--- src/rtl/scale_pkg.sv ---
// Shared widths, FSM state and common types for the nearest-neighbour scaling address sequencer.
package scale_pkg;
  localparam int DIM_W  = 11;
  localparam int FRAC   = 8;
  localparam int AW     = 2 * DIM_W;
  localparam int ACC_W  = 2 * DIM_W + FRAC;
  localparam int STEP_W = DIM_W + FRAC;

  typedef enum logic [1:0] {
    IDLE = 2'd0,
    RUN  = 2'd1,
    DONE = 2'd2
  } state_e;

  typedef logic [DIM_W-1:0] dim_t;
  typedef logic [AW-1:0]    addr_t;
endpackage

--- src/rtl/scale_axis_stepper.sv ---
// One scan axis: destination index counter plus fixed-point source accumulator,
// with end-of-axis flag and source bounds check. WRAP=1 returns to 0 after the last index.
module scale_axis_stepper #(
  parameter int DIM_W = 11,
  parameter int FRAC  = 8,
  parameter bit WRAP  = 1'b0
) (
  input  logic                  clk,
  input  logic                  rst,
  input  logic                  clear,
  input  logic                  advance,
  input  logic [DIM_W+FRAC-1:0] step,
  input  logic [DIM_W-1:0]      count,
  input  logic [DIM_W-1:0]      src_dim,
  output logic [DIM_W-1:0]      idx,
  output logic [DIM_W-1:0]      src_idx,
  output logic                  last,
  output logic                  oob
);
  localparam int ACC_W = 2 * DIM_W + FRAC;
  localparam int INT_W = ACC_W - FRAC;

  logic [ACC_W-1:0] acc;
  logic [INT_W-1:0] int_part;

  assign int_part = acc[ACC_W-1:FRAC];
  assign src_idx  = int_part[DIM_W-1:0];
  assign last     = (idx == count - DIM_W'(1));
  // Full-width compare so an accumulator that has run past the frame still reads as out of bounds.
  assign oob      = (int_part >= INT_W'(src_dim));

  always_ff @(posedge clk) begin
    if (rst || clear) begin
      idx <= '0;
      acc <= '0;
    end else if (advance) begin
      if (WRAP && last) begin
        idx <= '0;
        acc <= '0;
      end else begin
        idx <= idx + DIM_W'(1);
        acc <= acc + ACC_W'(step);
      end
    end
  end
endmodule

--- src/rtl/scale_addr_sequencer.sv ---
// Walks the destination frame in raster order and issues one copy/fill request per pixel.
// Request fields derive only from registers, so they hold steady while req_ready is low.
module scale_addr_sequencer #(
  parameter int DIM_W = 11,
  parameter int FRAC  = 8,
  parameter int AW    = 2 * DIM_W
) (
  input  logic                  clk,
  input  logic                  rst,
  input  logic                  start,
  input  logic [DIM_W-1:0]      src_rows,
  input  logic [DIM_W-1:0]      src_cols,
  input  logic [DIM_W-1:0]      dst_rows,
  input  logic [DIM_W-1:0]      dst_cols,
  input  logic [DIM_W+FRAC-1:0] step_v,
  input  logic [DIM_W+FRAC-1:0] step_h,
  output logic                  busy,
  output logic                  done,
  output logic                  req_valid,
  input  logic                  req_ready,
  output logic [AW-1:0]         req_src_addr,
  output logic [AW-1:0]         req_dst_addr,
  output logic                  req_fill,
  output logic                  req_last
);
  import scale_pkg::*;

  state_e state, state_nxt;

  logic [DIM_W-1:0]      cfg_src_rows, cfg_src_cols, cfg_dst_rows, cfg_dst_cols;
  logic [DIM_W+FRAC-1:0] cfg_step_v, cfg_step_h;

  logic             accept, xfer, run, fill;
  logic [DIM_W-1:0] i, j, src_i, src_j;
  logic             v_last, h_last, v_oob, h_oob;

  assign accept = (state == IDLE) && start;
  assign xfer   = req_valid && req_ready;
  assign run    = (state == RUN);

  always_ff @(posedge clk) begin
    if (rst) begin
      state <= IDLE;
    end else begin
      state <= state_nxt;
    end
  end

  always_comb begin
    state_nxt = state;
    case (state)
      IDLE: if (start) state_nxt = (dst_rows == '0 || dst_cols == '0) ? DONE : RUN;
      RUN:  if (xfer && req_last) state_nxt = DONE;
      DONE: state_nxt = IDLE;
      default: state_nxt = IDLE;
    endcase
  end

  always_comb begin
    busy      = (state != IDLE);
    done      = (state == DONE);
    req_valid = run;
  end

  always_ff @(posedge clk) begin
    if (rst) begin
      cfg_src_rows <= '0;
      cfg_src_cols <= '0;
      cfg_dst_rows <= '0;
      cfg_dst_cols <= '0;
      cfg_step_v   <= '0;
      cfg_step_h   <= '0;
    end else if (accept) begin
      cfg_src_rows <= src_rows;
      cfg_src_cols <= src_cols;
      cfg_dst_rows <= dst_rows;
      cfg_dst_cols <= dst_cols;
      cfg_step_v   <= step_v;
      cfg_step_h   <= step_h;
    end
  end

  scale_axis_stepper #(.DIM_W(DIM_W), .FRAC(FRAC), .WRAP(1'b1)) u_h (
    .clk     (clk),
    .rst     (rst),
    .clear   (accept),
    .advance (xfer),
    .step    (cfg_step_h),
    .count   (cfg_dst_cols),
    .src_dim (cfg_src_cols),
    .idx     (j),
    .src_idx (src_j),
    .last    (h_last),
    .oob     (h_oob)
  );

  scale_axis_stepper #(.DIM_W(DIM_W), .FRAC(FRAC), .WRAP(1'b0)) u_v (
    .clk     (clk),
    .rst     (rst),
    .clear   (accept),
    .advance (xfer && h_last),
    .step    (cfg_step_v),
    .count   (cfg_dst_rows),
    .src_dim (cfg_src_rows),
    .idx     (i),
    .src_idx (src_i),
    .last    (v_last),
    .oob     (v_oob)
  );

  assign fill = v_oob || h_oob;

  // Fields are forced to zero outside RUN so idle/reset outputs stay quiet.
  always_comb begin
    req_fill     = run && fill;
    req_last     = run && v_last && h_last;
    req_src_addr = '0;
    req_dst_addr = '0;
    if (run) begin
      req_dst_addr = AW'(i) * AW'(cfg_dst_cols) + AW'(j);
      if (!fill) req_src_addr = AW'(src_i) * AW'(cfg_src_cols) + AW'(src_j);
    end
  end
endmodule

--- config.mk ---
export PLATFORM = sky130hd
export DESIGN_NAME = scale_addr_sequencer
export DESIGN_NICKNAME = d
export VERILOG_FILES = /design/src/rtl/scale_pkg.sv /design/src/rtl/scale_axis_stepper.sv /design/src/rtl/scale_addr_sequencer.sv
export SDC_FILE = /design/constraint.sdc
export NUM_CORES = 1
export LEC_CHECK = 0
export CORE_UTILIZATION = 50
export CTS_CLUSTER_DIAMETER = 120
export DETAILED_ROUTE_END_ITERATION = 12
export GPL_TIMING_DRIVEN = 0
export PLACE_DENSITY = 0.72
export SLEW_MARGIN = 20
export SYNTH_ARGS = -nofsm -noshare
export SYNTH_HDL_FRONTEND = slang
export SYNTH_SLANG_ARGS = --single-unit
--- constraint.sdc ---
create_clock -name clk -period 7.3 [get_ports clk]
set_input_delay 0.73 -clock clk [delete_from_list [all_inputs] [get_ports clk]]
set_output_delay 0.73 -clock clk [all_outputs]
set_load 0.005 [all_outputs]
After elaboration in Yosys (flattened, before gate mapping)
Index checks and enable logic that the tools add are counted.
- $add $sub $neg: 8
- multipliers: 2
- $lt $le $gt $ge: 2
- equal/unequal tests: 6
- mux-type cells: 9
- reduce and logical (&&, ||, !) cells: 15
- operators by type and width (operator ; count):
    $mux 22 ; 3
    $add 30x19->30 ; 2
    $add 22x11->22 ; 2
    $ge 22x11->1 ; 2
    $mul 11x11->22 ; 2
    $mux 30 ; 1
    $add 11x1->11 const B ; 2
    $eq 11x11->1 ; 2
    $logic_not 11->1 ; 2
    $sub 11x1->11 const B ; 2
    $mux 11 ; 1
    $logic_and 1x1->1 ; 7
    $mux 2 ; 3
    $pmux 2 s2 ; 1
    $logic_or 1x1->1 ; 3
    $eq 2x1->1 const B ; 1
    $eq 2x2->1 const B ; 1
    $logic_not 2->1 ; 1
    $ne 2x1->1 const B ; 1
    $ne 2x2->1 const B ; 1
    $reduce_and 2->1 ; 1
    $reduce_bool 2->1 ; 1
- register bits: 166
- output and inout port bits: 49

Depth between registers and ports, before layout
- depth in word-level cells: 7
- depth in mapped cells: 22

By module
Synthesis repeated with hierarchy kept, for this count alone.
- cells, all modules: 2495
- area total of the unflattened synthesis: 19530.0 µm²
- by module, submodules not included (module ; times used ; cells an instance ; area each (µm²) ; seq. area each (µm²)):
    scale_addr_sequencer ; 1 ; 1532 ; 12166.7 ; 1681.6
    scale_axis_stepper at u_h ; 1 ; 506 ; 3875.0 ; 820.8
    scale_axis_stepper at u_v ; 1 ; 457 ; 3488.3 ; 820.8

Worst setup path after synthesis
No wires, ideal clock.
- path type: register to output
- from: register u_v.acc[13]
- to: output req_src_addr[14]
- data arrival time: 5376 ps
- required time: 6570 ps
- path slack: 1194 ps
- stages on the path, launching flop included: 19
- path buffers: 1
- cells stage by stage: dfxtp_1 clkbuf_1 nand2_1 fa_1 fa_1 fa_1 inv_1 fa_1 inv_1 fa_1 inv_1 ha_1 a2111o_1 a311o_1 a31o_2 a21oi_1 o21ai_0 and2_1 nor3_1
- word-level cells in the longest chain between the ends: 4
- elaborated cells on any way between the ends: 6
- classes of those cells: add/sub: 1; mul: 1; order compare: 1; mux: 2; reduce/logical: 1
- RTL lines (element ; RTL line ; text):
    start, declared ; scale_axis_stepper.sv:23 ; logic [ACC_W-1:0] acc;
    start signal, assigned ; scale_axis_stepper.sv:42 ; acc <= acc + ACC_W'(step);
    $mul 11x11->22 / $ge 22x11->1 (equally long branches) ; scale_addr_sequencer.sv:121, scale_axis_stepper.sv:30 ;
    $add 22x11->22 / $logic_or 1x1->1 (equally long branches) ; scale_addr_sequencer.sv:121, scale_addr_sequencer.sv:111 ;
    $mux 22 (*) ; scale_addr_sequencer.sv:121 ; if (!fill) req_src_addr = AW'(src_i) * AW'(cfg_src_cols) + AW'(src_j);
    $mux 22 (*) ; scale_addr_sequencer.sv:119 ; if (run) begin
    end, declared ; scale_addr_sequencer.sv:21 ; output logic [AW-1:0] req_src_addr,
Every way passes the cells marked *; elsewhere a longest branch is shown, timed or not.

Worst setup path in the final report
- from: register u_v.idx[9]
- to: output req_dst_addr[20]
- word-level cells in the longest chain between the ends: 3
- RTL lines (element ; RTL line ; text):
    start, declared ; scale_axis_stepper.sv:15 ; output logic [DIM_W-1:0] idx,
    start signal, assigned ; scale_axis_stepper.sv:41 ; idx <= idx + DIM_W'(1);
    $mul 11x11->22 ; scale_addr_sequencer.sv:120 ; req_dst_addr = AW'(i) * AW'(cfg_dst_cols) + AW'(j);
    $add 22x11->22 ; scale_addr_sequencer.sv:120 ;
    $mux 22 ; scale_addr_sequencer.sv:119 ;
    end, declared ; scale_addr_sequencer.sv:22 ; output logic [AW-1:0] req_dst_addr,
Every way passes these cells.

==> out/qor.csv <==
metric,value,unit
yosys.area_share.simple,0.2097,
worstPathMaxFanout,10,
critPathMostFrequentCell,fa_1,
drive_gt1_frac,0.04942,
pwr-share-clk,0.396,
final_common_cell,nand2_1,
clock_latency,0.43,ns
synth.area.top_cells,"fa_1 (20%), dfxtp_1 (18%), ha_1 (13%)",
grt_use_met1,0.3799,
grt_pass1_vias,15360,
path_cells,clkbuf_1 -> clkbuf_2 -> nand2_1 -> fa_1 -> inv_1 -> fa_1 -> fa_1 -> fa_1 -> inv_1 -> fa_1 -> inv_1 -> ha_1 -> inv_1 -> o221ai_2 -> a31oi_4 -> o32ai_4 -> a21o_1 -> a21oi_1 -> xor2_1 -> nor2_1 -> clkdlybuf4s50_1,
die_w,191.6,um
portBuffers,134,
synthMuxAreaShare,0.002296,
synth_top_area_frac,0.2049,
synth_top_cell_by_area,fa_1,
drtIter0Drc,1318,
required,6.57,ns
fmax,142.1,MHz
final_nets,2869,
start_kind,flop,
syn_area,17980,um2
place_ws,-0.1349,ns
h-tree-depth,4,
numCtsBuffers,17,
tightest_slew,1.057,ns
fin_cells,2889,
ctsHoldBuffers,0,
grt_pass1_wl,77670,um
arrival,6.31,ns
async_reset_ff_frac,0,
synth_nets,2727,
dr_total_vias,15900,
status,"complete, no violations",
area_delta_synth_final,15.19,%
ys_ff_latch,166,
wl,48280,um
end_kind,output pin,
grt_overflow,0,
pwr-share-seq,0.437,
synth_top_family_by_area,adder cells,
wl_per_cell,16.71,um
maxSlewViolCount,0,
row_count,69,
finalPower,2233,uW
p_leak,0.009451,uW
start_util,0.5067,
crit_type,flop to output pin,
use_met2,0.4353,
drt_pass1_iterations,5,
synth_xor_area_frac,0.05164,
gp_congestion,0.9198,
antenna_left,0,
die_h,191.6,um
grt_use_total,0.2688,
core,35480,um2
antenna_cells,0,
hold_viol_final,0,
setup_viol,0,
grt-busiest-layer,met2,
antenna_found_initial,0,
grt_setup_unrepaired,yes,
dpl.hpwl,39240,um
synth_area_per_cell,7.910,um2
power_density,107.8,nW/um2
cap_violations,0,
swShare,0.2948,
p_int,1575,uW
fin_crit,7.039,ns
synth_ff_type,dfxtp_1,
rrSetupSlack,2.37,ns
dieArea,36720,um2
placed_cells,2868,
clkTransAtPathRegs,0.07,ns
clk_path_buf_depth,2,
synth-compound-area-share,0.1278,
vias_per_cell,5.502,
p_comb_frac,0.167,
max_stage_delay,0.54,ns
mostFrequentLayoutCells,"nand2_1 (420), inv_1 (316), fa_1 (184)",
cts_root_buffer,clkbuf_16,
hp-class,flop to flop,
grt_max_degree,20,
relSlewSlack,0.2954,
drc_errors,0,
io_pins,135,
yosysWarnings,0,
skew,0.01226,ns
switching_power,658.4,uW
ys_types,68,
final.setup.worst_slack,0.2612,ns
synth-adder-area-share,0.3329,
cts_sinks,166,
synth_edf_count,0,
cts_tree,yes,
cpMaxStageDelayCell,fa_1,
fin_crit_sh,0.9642,
grt_util_met3,0.03234,
max-vdd-ir-drop,0.1947,mV
synthCells,2273,
synth_seq_area_share,0.1848,
[routing by layer]
layer,up-vias,share of wire
met5,-,0
met4,0,0.017
met3,64,0.063
met2,500,0.45
met1,7631,0.47
li1,7700,-
[sequential cells by signal (all words and copies together), names as in the netlist, 11 cells and up]
| register | count |
|---|---|
| cfg_step_h | 19 |
| u_h.idx | 11 |
| cfg_step_v | 19 |
| cfg_src_rows | 11 |
| u_h.acc | 30 |
| u_v.idx | 11 |
| cfg_dst_rows | 11 |
| cfg_dst_cols | 11 |
| u_v.acc | 30 |
| cfg_src_cols | 11 |
[final timing paths]
path                 endpoint  cells past startpoint            start
max          req_dst_addr[20]                     21       u_v.idx[9]
min                u_v.acc[3]                      2       u_v.acc[3]
max reg2reg        u_v.idx[5]                     15  cfg_dst_cols[0]
min reg2reg        u_v.acc[3]                      2       u_v.acc[3]
[cell type report]
type / instances / area, um2
Buffer: 100 / 501.7
Clock buffer: 20 / 456.7
Clock inverter: 12 / 116.4
Fill cell: 3265 / 14770
Inverter: 317 / 1191
Multi-Input combinational cell: 1677 / 13160
Sequential cell: 166 / 3354
Tap cell: 461 / 576.8
Timing Repair Buffer: 136 / 1359
[worst max-delay path, delay by kind of cell, from the launching register on]
| family | cells | cell delay, ns |
|---|---|---|
| fa+ha+maj | 6 | 2.84 |
| compound gates | 5 | 0.94 |
| simple gates | 2 | 0.18 |
| xor+xnor | 1 | 0.08 |
| buf+inv | 7 | 1.52 |
| flops | 1 | 0.32 |
[metrics by stage]
step,hold slack (ns),utilization,instance area [um2],setup TNS [ns]
global placement,0.4429,0.5608,19900,-0.03944
floorplan,0.4330,-,17980,0
global route,0.4803,0.5837,20710,-0.04552
CTS,0.4574,0.5793,20550,0
finish,0.4591,0.5837,20710,0
detailed placement,0.4511,0.5608,19900,-0.3483
[power by group through the flow]
stage / Clock, uW / Sequential (uW) / Combinational, uW
after floorplan: 0 / 976 / 229
after global placement: 0 / 988 / 366
after CTS: 891 / 973 / 371
final: 884 / 976 / 373
after global routing: 933 / 979 / 408
after detailed placement: 0 / 989 / 374
[kinds of logic (layout without fill, tap and decap cells)]
| kind of cell | Yosys count | after routing |
|---|---|---|
| adder cells (fa/ha/maj) | 368 | 368 |
| flip-flops | 166 | 166 |
| XOR/XNOR | 106 | 106 |
| AND/OR/NAND/NOR | 822 | 822 |
| AO/OA/AOI/OAI | 377 | 377 |
| multiplexers | 4 | 4 |
| buffers and inverters | 430 | 585 |
[repair_timing]
item,CTS,global route
resized for setup,50,82
endpoints found under the setup margin,13,14
pin swaps,0,1
setup buffers,0,2
[cell usage after synthesis, drive strengths merged (24+ instances only)]
cell,instances
o21ai,52
nor3,24
xor2,48
inv,316
nand2,420
a21oi,180
nand3,46
nor2,116
xnor2,58
fa,184
and2,97
dfxtp,166
ha,184
clkbuf,108
Note: power is estimated with default switching activity, not from simulation.
